--- config.mk ---
export PLATFORM = sky130hd
export DESIGN_NAME = alu_sequencer
export DESIGN_NICKNAME = d
export VERILOG_FILES = /design/src/rtl/alu_pkg.sv /design/src/rtl/alu_strobe.sv /design/src/rtl/alu_sequencer.sv
export SDC_FILE = /design/constraint.sdc
export NUM_CORES = 1
export LEC_CHECK = 0
export ABC_AREA = 1
export CORE_MARGIN = 2
export CORE_UTILIZATION = 46
export CTS_CLUSTER_DIAMETER = 30
export CTS_CLUSTER_SIZE = 24
export DETAILED_ROUTE_END_ITERATION = 8
export GPL_ROUTABILITY_DRIVEN = 0
export PLACE_DENSITY = 0.79
export RECOVER_POWER = 100
export SYNTH_ARGS = -nofsm -noshare
export SYNTH_HDL_FRONTEND = slang
export SYNTH_SLANG_ARGS = --single-unit
--- constraint.sdc ---
create_clock -name i_clock -period 1.7 [get_ports i_clock]
set_input_delay 0.34 -clock i_clock [delete_from_list [all_inputs] [get_ports i_clock]]
set_output_delay 0.34 -clock i_clock [all_outputs]
set_load 0.05 [all_outputs]
--- src/rtl/alu_pkg.sv ---
// Shared definitions for the ALU command sequencer: default widths,
// the legal opcode set and an opcode legality check.
package alu_pkg;

    localparam int DEF_BUS_SIZE = 8;
    localparam int DEF_OP_SIZE  = 6;

    localparam logic [DEF_OP_SIZE-1:0] OP_ADD = 6'b100000;
    localparam logic [DEF_OP_SIZE-1:0] OP_SUB = 6'b100010;
    localparam logic [DEF_OP_SIZE-1:0] OP_AND = 6'b100100;
    localparam logic [DEF_OP_SIZE-1:0] OP_OR  = 6'b100101;
    localparam logic [DEF_OP_SIZE-1:0] OP_XOR = 6'b100110;
    localparam logic [DEF_OP_SIZE-1:0] OP_NOR = 6'b100111;
    localparam logic [DEF_OP_SIZE-1:0] OP_SRL = 6'b000010;
    localparam logic [DEF_OP_SIZE-1:0] OP_SRA = 6'b000011;

    // True when the opcode is one the ALU implements.
    function automatic logic is_legal_op(input logic [DEF_OP_SIZE-1:0] op);
        logic legal;
        case (op)
            OP_ADD, OP_SUB, OP_AND, OP_OR,
            OP_XOR, OP_NOR, OP_SRL, OP_SRA: legal = 1'b1;
            default:                        legal = 1'b0;
        endcase
        return legal;
    endfunction

endpackage

--- src/rtl/alu_strobe.sv ---
// Timing engine for one load phase: SETUP (1 cycle), PULSE (PULSE_CYCLES
// cycles), HOLD (1 cycle). A start in IDLE or HOLD begins a new phase, so
// the three phases run back to back. The parent decides which button the
// pulse belongs to.
module alu_strobe
    import alu_pkg::*;
#(
    parameter int PULSE_CYCLES = 2,
    parameter int CNT_W        = 2
) (
    input  logic clk,
    input  logic rst,
    input  logic start,
    output logic pulse_last,
    output logic done
);

    localparam logic [1:0] STEP_IDLE  = 2'd0;
    localparam logic [1:0] STEP_SETUP = 2'd1;
    localparam logic [1:0] STEP_PULSE = 2'd2;
    localparam logic [1:0] STEP_HOLD  = 2'd3;

    logic [1:0]       step_r;
    logic [CNT_W-1:0] cnt_r;

    // Phase step sequencing; the pulse counter reloads on PULSE entry.
    always_ff @(posedge clk or posedge rst) begin
        if (rst) begin
            step_r <= STEP_IDLE;
            cnt_r  <= {CNT_W{1'b0}};
        end else begin
            case (step_r)
                STEP_IDLE: begin
                    if (start) begin
                        step_r <= STEP_SETUP;
                    end
                end
                STEP_SETUP: begin
                    step_r <= STEP_PULSE;
                    cnt_r  <= CNT_W'(PULSE_CYCLES - 1);
                end
                STEP_PULSE: begin
                    if (cnt_r == {CNT_W{1'b0}}) begin
                        step_r <= STEP_HOLD;
                    end else begin
                        cnt_r <= cnt_r - {{(CNT_W-1){1'b0}}, 1'b1};
                    end
                end
                STEP_HOLD: begin
                    step_r <= start ? STEP_SETUP : STEP_IDLE;
                end
                default: begin
                    step_r <= STEP_IDLE;
                end
            endcase
        end
    end

    // Status decode for the parent FSM.
    always_comb begin
        pulse_last = (step_r == STEP_PULSE) && (cnt_r == {CNT_W{1'b0}});
        done       = (step_r == STEP_HOLD);
    end

endmodule

--- src/rtl/alu_sequencer.sv ---
// Host-side driver for the switch/button ALU. Accepts one {A, B, op}
// command, replays it as three switch+button load phases, waits for the
// ALU to settle, then returns the captured result over a valid/ready pair.
// Illegal opcodes skip the ALU entirely and return a flagged zero result.
module alu_sequencer
    import alu_pkg::*;
#(
    parameter int BUS_SIZE      = DEF_BUS_SIZE,
    parameter int OP_SIZE       = DEF_OP_SIZE,
    parameter int PULSE_CYCLES  = 2,
    parameter int SETTLE_CYCLES = 2
) (
    input  logic                i_clock,
    input  logic                i_reset,
    input  logic                i_cmd_valid,
    output logic                o_cmd_ready,
    input  logic [BUS_SIZE-1:0] i_cmd_a,
    input  logic [BUS_SIZE-1:0] i_cmd_b,
    input  logic [OP_SIZE-1:0]  i_cmd_op,
    output logic [BUS_SIZE-1:0] o_swiches,
    output logic                o_boton1,
    output logic                o_boton2,
    output logic                o_boton3,
    input  logic [BUS_SIZE-1:0] i_ALUout,
    input  logic                i_carry,
    output logic                o_result_valid,
    input  logic                i_result_ready,
    output logic [BUS_SIZE-1:0] o_result,
    output logic                o_result_carry,
    output logic                o_illegal
);

    localparam int CNT_MAX = (PULSE_CYCLES > SETTLE_CYCLES) ? PULSE_CYCLES : SETTLE_CYCLES;
    localparam int CNT_W   = $clog2(CNT_MAX + 1);

    localparam logic [3:0] ST_IDLE     = 4'd0;
    localparam logic [3:0] ST_SETUP_A  = 4'd1;
    localparam logic [3:0] ST_PULSE_A  = 4'd2;
    localparam logic [3:0] ST_HOLD_A   = 4'd3;
    localparam logic [3:0] ST_SETUP_B  = 4'd4;
    localparam logic [3:0] ST_PULSE_B  = 4'd5;
    localparam logic [3:0] ST_HOLD_B   = 4'd6;
    localparam logic [3:0] ST_SETUP_OP = 4'd7;
    localparam logic [3:0] ST_PULSE_OP = 4'd8;
    localparam logic [3:0] ST_HOLD_OP  = 4'd9;
    localparam logic [3:0] ST_SETTLE   = 4'd10;
    localparam logic [3:0] ST_DONE     = 4'd11;

    logic [3:0]          state_r;
    logic [3:0]          next_state_s;
    logic                accept_s;
    logic                legal_s;
    logic                strobe_start_s;
    logic                strobe_pulse_last_s;
    logic                strobe_done_s;
    logic                settle_last_s;
    logic [CNT_W-1:0]    settle_cnt_r;
    logic [BUS_SIZE-1:0] a_r;
    logic [BUS_SIZE-1:0] b_r;
    logic [OP_SIZE-1:0]  op_r;

    alu_strobe #(
        .PULSE_CYCLES (PULSE_CYCLES),
        .CNT_W        (CNT_W)
    ) u_strobe (
        .clk        (i_clock),
        .rst        (i_reset),
        .start      (strobe_start_s),
        .pulse_last (strobe_pulse_last_s),
        .done       (strobe_done_s)
    );

    // Handshake qualification and opcode check.
    always_comb begin
        accept_s      = i_cmd_valid && o_cmd_ready;
        legal_s       = is_legal_op(i_cmd_op);
        settle_last_s = (settle_cnt_r == {CNT_W{1'b0}});
    end

    // Next-state logic; phase starts are issued to the strobe engine here.
    always_comb begin
        next_state_s   = state_r;
        strobe_start_s = 1'b0;
        case (state_r)
            ST_IDLE: begin
                if (accept_s) begin
                    if (legal_s) begin
                        next_state_s   = ST_SETUP_A;
                        strobe_start_s = 1'b1;
                    end else begin
                        next_state_s = ST_DONE;
                    end
                end else begin
                    next_state_s = ST_IDLE;
                end
            end
            ST_SETUP_A:  next_state_s = ST_PULSE_A;
            ST_PULSE_A:  next_state_s = strobe_pulse_last_s ? ST_HOLD_A : ST_PULSE_A;
            ST_HOLD_A: begin
                if (strobe_done_s) begin
                    next_state_s   = ST_SETUP_B;
                    strobe_start_s = 1'b1;
                end else begin
                    next_state_s = ST_HOLD_A;
                end
            end
            ST_SETUP_B:  next_state_s = ST_PULSE_B;
            ST_PULSE_B:  next_state_s = strobe_pulse_last_s ? ST_HOLD_B : ST_PULSE_B;
            ST_HOLD_B: begin
                if (strobe_done_s) begin
                    next_state_s   = ST_SETUP_OP;
                    strobe_start_s = 1'b1;
                end else begin
                    next_state_s = ST_HOLD_B;
                end
            end
            ST_SETUP_OP: next_state_s = ST_PULSE_OP;
            ST_PULSE_OP: next_state_s = strobe_pulse_last_s ? ST_HOLD_OP : ST_PULSE_OP;
            ST_HOLD_OP:  next_state_s = strobe_done_s ? ST_SETTLE : ST_HOLD_OP;
            ST_SETTLE:   next_state_s = settle_last_s ? ST_DONE : ST_SETTLE;
            ST_DONE:     next_state_s = i_result_ready ? ST_IDLE : ST_DONE;
            default:     next_state_s = ST_IDLE;
        endcase
    end

    // State register.
    always_ff @(posedge i_clock or posedge i_reset) begin
        if (i_reset) begin
            state_r <= ST_IDLE;
        end else begin
            state_r <= next_state_s;
        end
    end

    // Command capture at the accepting edge.
    always_ff @(posedge i_clock or posedge i_reset) begin
        if (i_reset) begin
            a_r  <= {BUS_SIZE{1'b0}};
            b_r  <= {BUS_SIZE{1'b0}};
            op_r <= {OP_SIZE{1'b0}};
        end else if (accept_s) begin
            a_r  <= i_cmd_a;
            b_r  <= i_cmd_b;
            op_r <= i_cmd_op;
        end
    end

    // Settle counter: reloads on SETTLE entry, counts down to the capture edge.
    always_ff @(posedge i_clock or posedge i_reset) begin
        if (i_reset) begin
            settle_cnt_r <= {CNT_W{1'b0}};
        end else if ((next_state_s == ST_SETTLE) && (state_r != ST_SETTLE)) begin
            settle_cnt_r <= CNT_W'(SETTLE_CYCLES - 1);
        end else if ((state_r == ST_SETTLE) && !settle_last_s) begin
            settle_cnt_r <= settle_cnt_r - {{(CNT_W-1){1'b0}}, 1'b1};
        end
    end

    // Handshake and button outputs registered from the next state so they
    // line up with the state they belong to; reset clears them at once.
    always_ff @(posedge i_clock or posedge i_reset) begin
        if (i_reset) begin
            o_cmd_ready    <= 1'b1;
            o_result_valid <= 1'b0;
            o_boton1       <= 1'b0;
            o_boton2       <= 1'b0;
            o_boton3       <= 1'b0;
        end else begin
            o_cmd_ready    <= (next_state_s == ST_IDLE);
            o_result_valid <= (next_state_s == ST_DONE);
            o_boton1       <= (next_state_s == ST_PULSE_A);
            o_boton2       <= (next_state_s == ST_PULSE_B);
            o_boton3       <= (next_state_s == ST_PULSE_OP);
        end
    end

    // Switch bus: operand for the upcoming phase. On the accepting edge the
    // operand register is not yet loaded, so A comes straight from the port.
    always_ff @(posedge i_clock or posedge i_reset) begin
        if (i_reset) begin
            o_swiches <= {BUS_SIZE{1'b0}};
        end else begin
            case (next_state_s)
                ST_SETUP_A, ST_PULSE_A, ST_HOLD_A:
                    o_swiches <= (state_r == ST_IDLE) ? i_cmd_a : a_r;
                ST_SETUP_B, ST_PULSE_B, ST_HOLD_B:
                    o_swiches <= b_r;
                ST_SETUP_OP, ST_PULSE_OP, ST_HOLD_OP:
                    o_swiches <= BUS_SIZE'(op_r);
                default:
                    o_swiches <= {BUS_SIZE{1'b0}};
            endcase
        end
    end

    // Result capture: cleared on accept, loaded from the ALU on the last
    // settle edge, and otherwise held so it is stable under backpressure.
    always_ff @(posedge i_clock or posedge i_reset) begin
        if (i_reset) begin
            o_result       <= {BUS_SIZE{1'b0}};
            o_result_carry <= 1'b0;
            o_illegal      <= 1'b0;
        end else if (accept_s) begin
            o_result       <= {BUS_SIZE{1'b0}};
            o_result_carry <= 1'b0;
            o_illegal      <= !legal_s;
        end else if ((state_r == ST_SETTLE) && settle_last_s) begin
            o_result       <= i_ALUout;
            o_result_carry <= i_carry;
        end
    end

endmodule

==> summary.txt <==
Status
  • Status: complete, no violations

STA
  • Final setup skew: 8.10 ps
  • Maximum clock rate: 601 MHz
  • Hold Fails Final Rpt: 0
  • Slew Viols, Final: 0
  • Max-slew headroom: 58.6%
  • Final period util: 97.8%
  • Final setup violation count: 0
  • Tmin final: 1660 ps
  • Setup TNS: 0 ps
  • Worst slew pin tran: 624 ps

Critical path
  • Critical path start-end classification: reg -> reg
  • Crit path required time: 1950 ps
  • Startpoint types: flop
  • Critical Path AT: 1910 ps
  • CP Capture Type: flop
  • CP Max Fanout: 5

CTS
  • Hold buffers post-CTS: 0
  • # H-tree levels: 2
  • CTS Buf Count: 5
  • Clk_lat worst skew: 310 ps
  • Root Buffer: clkbuf_8
  • CTS tree: yes
  • Clk buf depth: 2
  • Worst-path clk slew: 100 ps
  • CTS Sinks: 55

Flow run
  • Max-capacitance violation count: 0

Synth
  • Register area share after synthesis: 51.2%
  • Syn avg cell area: 7.93 µm²
  • Synth warn: 0
  • Post-synth EDFFs: 0
  • Top_reg_cell synth: dfrtp_1
  • Mapped Cells: 339
  • Post-Syn Nets: 381
  • Yosys reg bits: 55
  • Mapped Area: 2690 µm²
  • Post-synth ARST share: 100%
  • Post-synthesis cell type count: 27

Cells and area
  • Growth of design area from synthesis to finish: 32.7%
  • Layout Cells excl Fill: 490
  • Fillers: 499
  • Most common cell after layout, fill and taps aside: nand2_1
  • Antenna cells: 0
  • Layout cells sized above 1: 19.1%
  • Finished Cell Area: 3570 µm²
  • Commonest cells after routing, fill and taps aside: 104 x nand2_1, 50 x dfrtp_1, 47 x nand3_1
  • Fin nets: 459

Floorplan
  • Initial Utilization: 48.2%
  • Core Footprint: 5570 µm²
  • FP Rows: 27
  • Die Y: 80.5 µm
  • Die ar.: 6470 µm²
  • Die W: 80.5 µm
  • IO Count: 58

Global route
  • Initial antenna violation count: 0
  • Number of global-route vias before repair: 2259
  • Largest net degree at the start of global routing: 52
  • GRT Total Usage: 20.4%
  • Total congestion overflow: 0
  • First-pass GRT wire length: 10200 µm

Hold path
  • Worst hold path class: in -> async

Pwr
  • Seq pwr share: 32.2%
  • Clk pwr share: 10.6%
  • Max IR drop VDD: 0.000870 V
  • Static leakage: 1.83 nW
  • Logic pwr share: 57.2%
  • Cell Pwr Density: 1950 nW/µm²
  • Switching Share: 49.8%
  • Switching Power: 3.47 mW
  • P_int: 3.50 mW

Place
  • Placed instance count: 474
  • Hpwl dp: 4530 µm
  • Placed cell area: 3410 µm²
  • I/O Buffers: 57

Drt
  • Detailed Route Iter0 Violations: 187
  • Post-route ant nets: 0
  • Avg Vias per Cell: 5.13
  • Pre-antenna DRT Iters: 5
  • Wire per inst: 13.5 µm
  • Remaining DRCs: 0
  • Final wirelength: 6610 µm
  • Routed vias: 2512
layer usage:
layer	routed length [µm]	GRT usage [%]	up-vias
met3	475	4.16	15
met5	0	0	-
met2	3150	34.8	108
met1	2890	26.6	1144
met4	97	5.25	0
li1	-	-	1245
final cells by class:
type	count	area, µm²	share of cell area, %
tap	72	90.1	2.53
clock buffer	6	72.6	2.03
sequential	55	1380	38.8
clock inverter	2	16.3	0.456
timing repair buffer	77	583	16.3
multi-input combinational	245	1300	36.4
inverter	33	124	3.47
kinds of logic after synthesis:
family                   count (synthesis)  synth area share [%]
AO/OA/AOI/OAI                           32                  6.38
buffers and inverters                   41                  5.77
flip-flops                              55                  51.2
AND/OR/NAND/NOR                        204                  33.4
adder cells (fa/ha/maj)                  7                  3.26
Yosys cell counts, drive strengths merged, types with 2 or more instances:
| library cell | instances | area, µm² |
|---|---|---|
| clkbuf | 7 | 26.3 |
| ha | 7 | 87.6 |
| nor2 | 26 | 108 |
| nor3 | 4 | 25.0 |
| inv | 33 | 124 |
| nand2 | 116 | 450 |
| nand3 | 55 | 295 |
| a21oi | 4 | 20.0 |
| dfrtp | 54 | 1350 |
| o21ai | 24 | 120 |
| or2 | 2 | 12.5 |
power groups by stage:
stage                     sequential [mW]  combinational (mW)  clock, mW
after detailed placement             2.25                3.66          0
after CTS                            2.23                3.75      0.750
after global routing                 2.31                4.40      0.807
after global placement               2.23                3.56          0
final                                2.24                3.99      0.736
after floorplan                      2.88                1.81          0
path summary, 6_finish.rpt:
check	from	to	slack, ps	cells past startpoint
setup / recovery	state_r[3]	o_swiches[4]	40	10
hold / removal	i_reset	o_result[5]	440	2
setup reg to reg	state_r[3]	o_swiches[4]	40	10
hold reg to reg	op_r[1]	op_r[1]	490	2
max in group asynchronous	i_reset	b_r[7]	340	3
min in group i_clock	op_r[1]	op_r[1]	490	2
timing repair:
action                                  4_1_cts  5_1_grt
resized for setup                             6       37
setup buffers                                 0        6
endpoints found under the setup margin       10       23
gates cloned                                  1        1
pin swaps                                     1       11
sequential cells by signal, indices dropped and copies added (netlist names), 2 cells and up:
register         count
a_r                  8
b_r                  8
o_result             8
o_swiches            8
op_r                 6
state_r              4
settle_cnt_r         2
u_strobe.cnt_r       2
u_strobe.step_r      2
critical path: stages, from the launching register on:
cell and delay (ps):
dfrtp_2 460, inv_1 170, nand2_2 110, nor3_4 240, buf_4 170, nor2_1 40
nand2_1 100, nor2_4 60, nand2_4 80, nand3_1 70, nand3_1 90
through the flow:
step | total power [mW] | setup slack [ps] | utilization [%] | hold slack [ps]
global placement | 5.79 | -218 | 61.1 | 463
finish | 6.97 | 36.6 | 64.0 | 439
global route | 7.51 | -59.9 | 64.0 | 460
floorplan | 4.69 | 2.37 | - | 449
detailed placement | 5.91 | -312 | 61.1 | 465
CTS | 6.73 | 0.723 | 63.1 | 282
No activity file was read; power rests on OpenSTA's default activity.
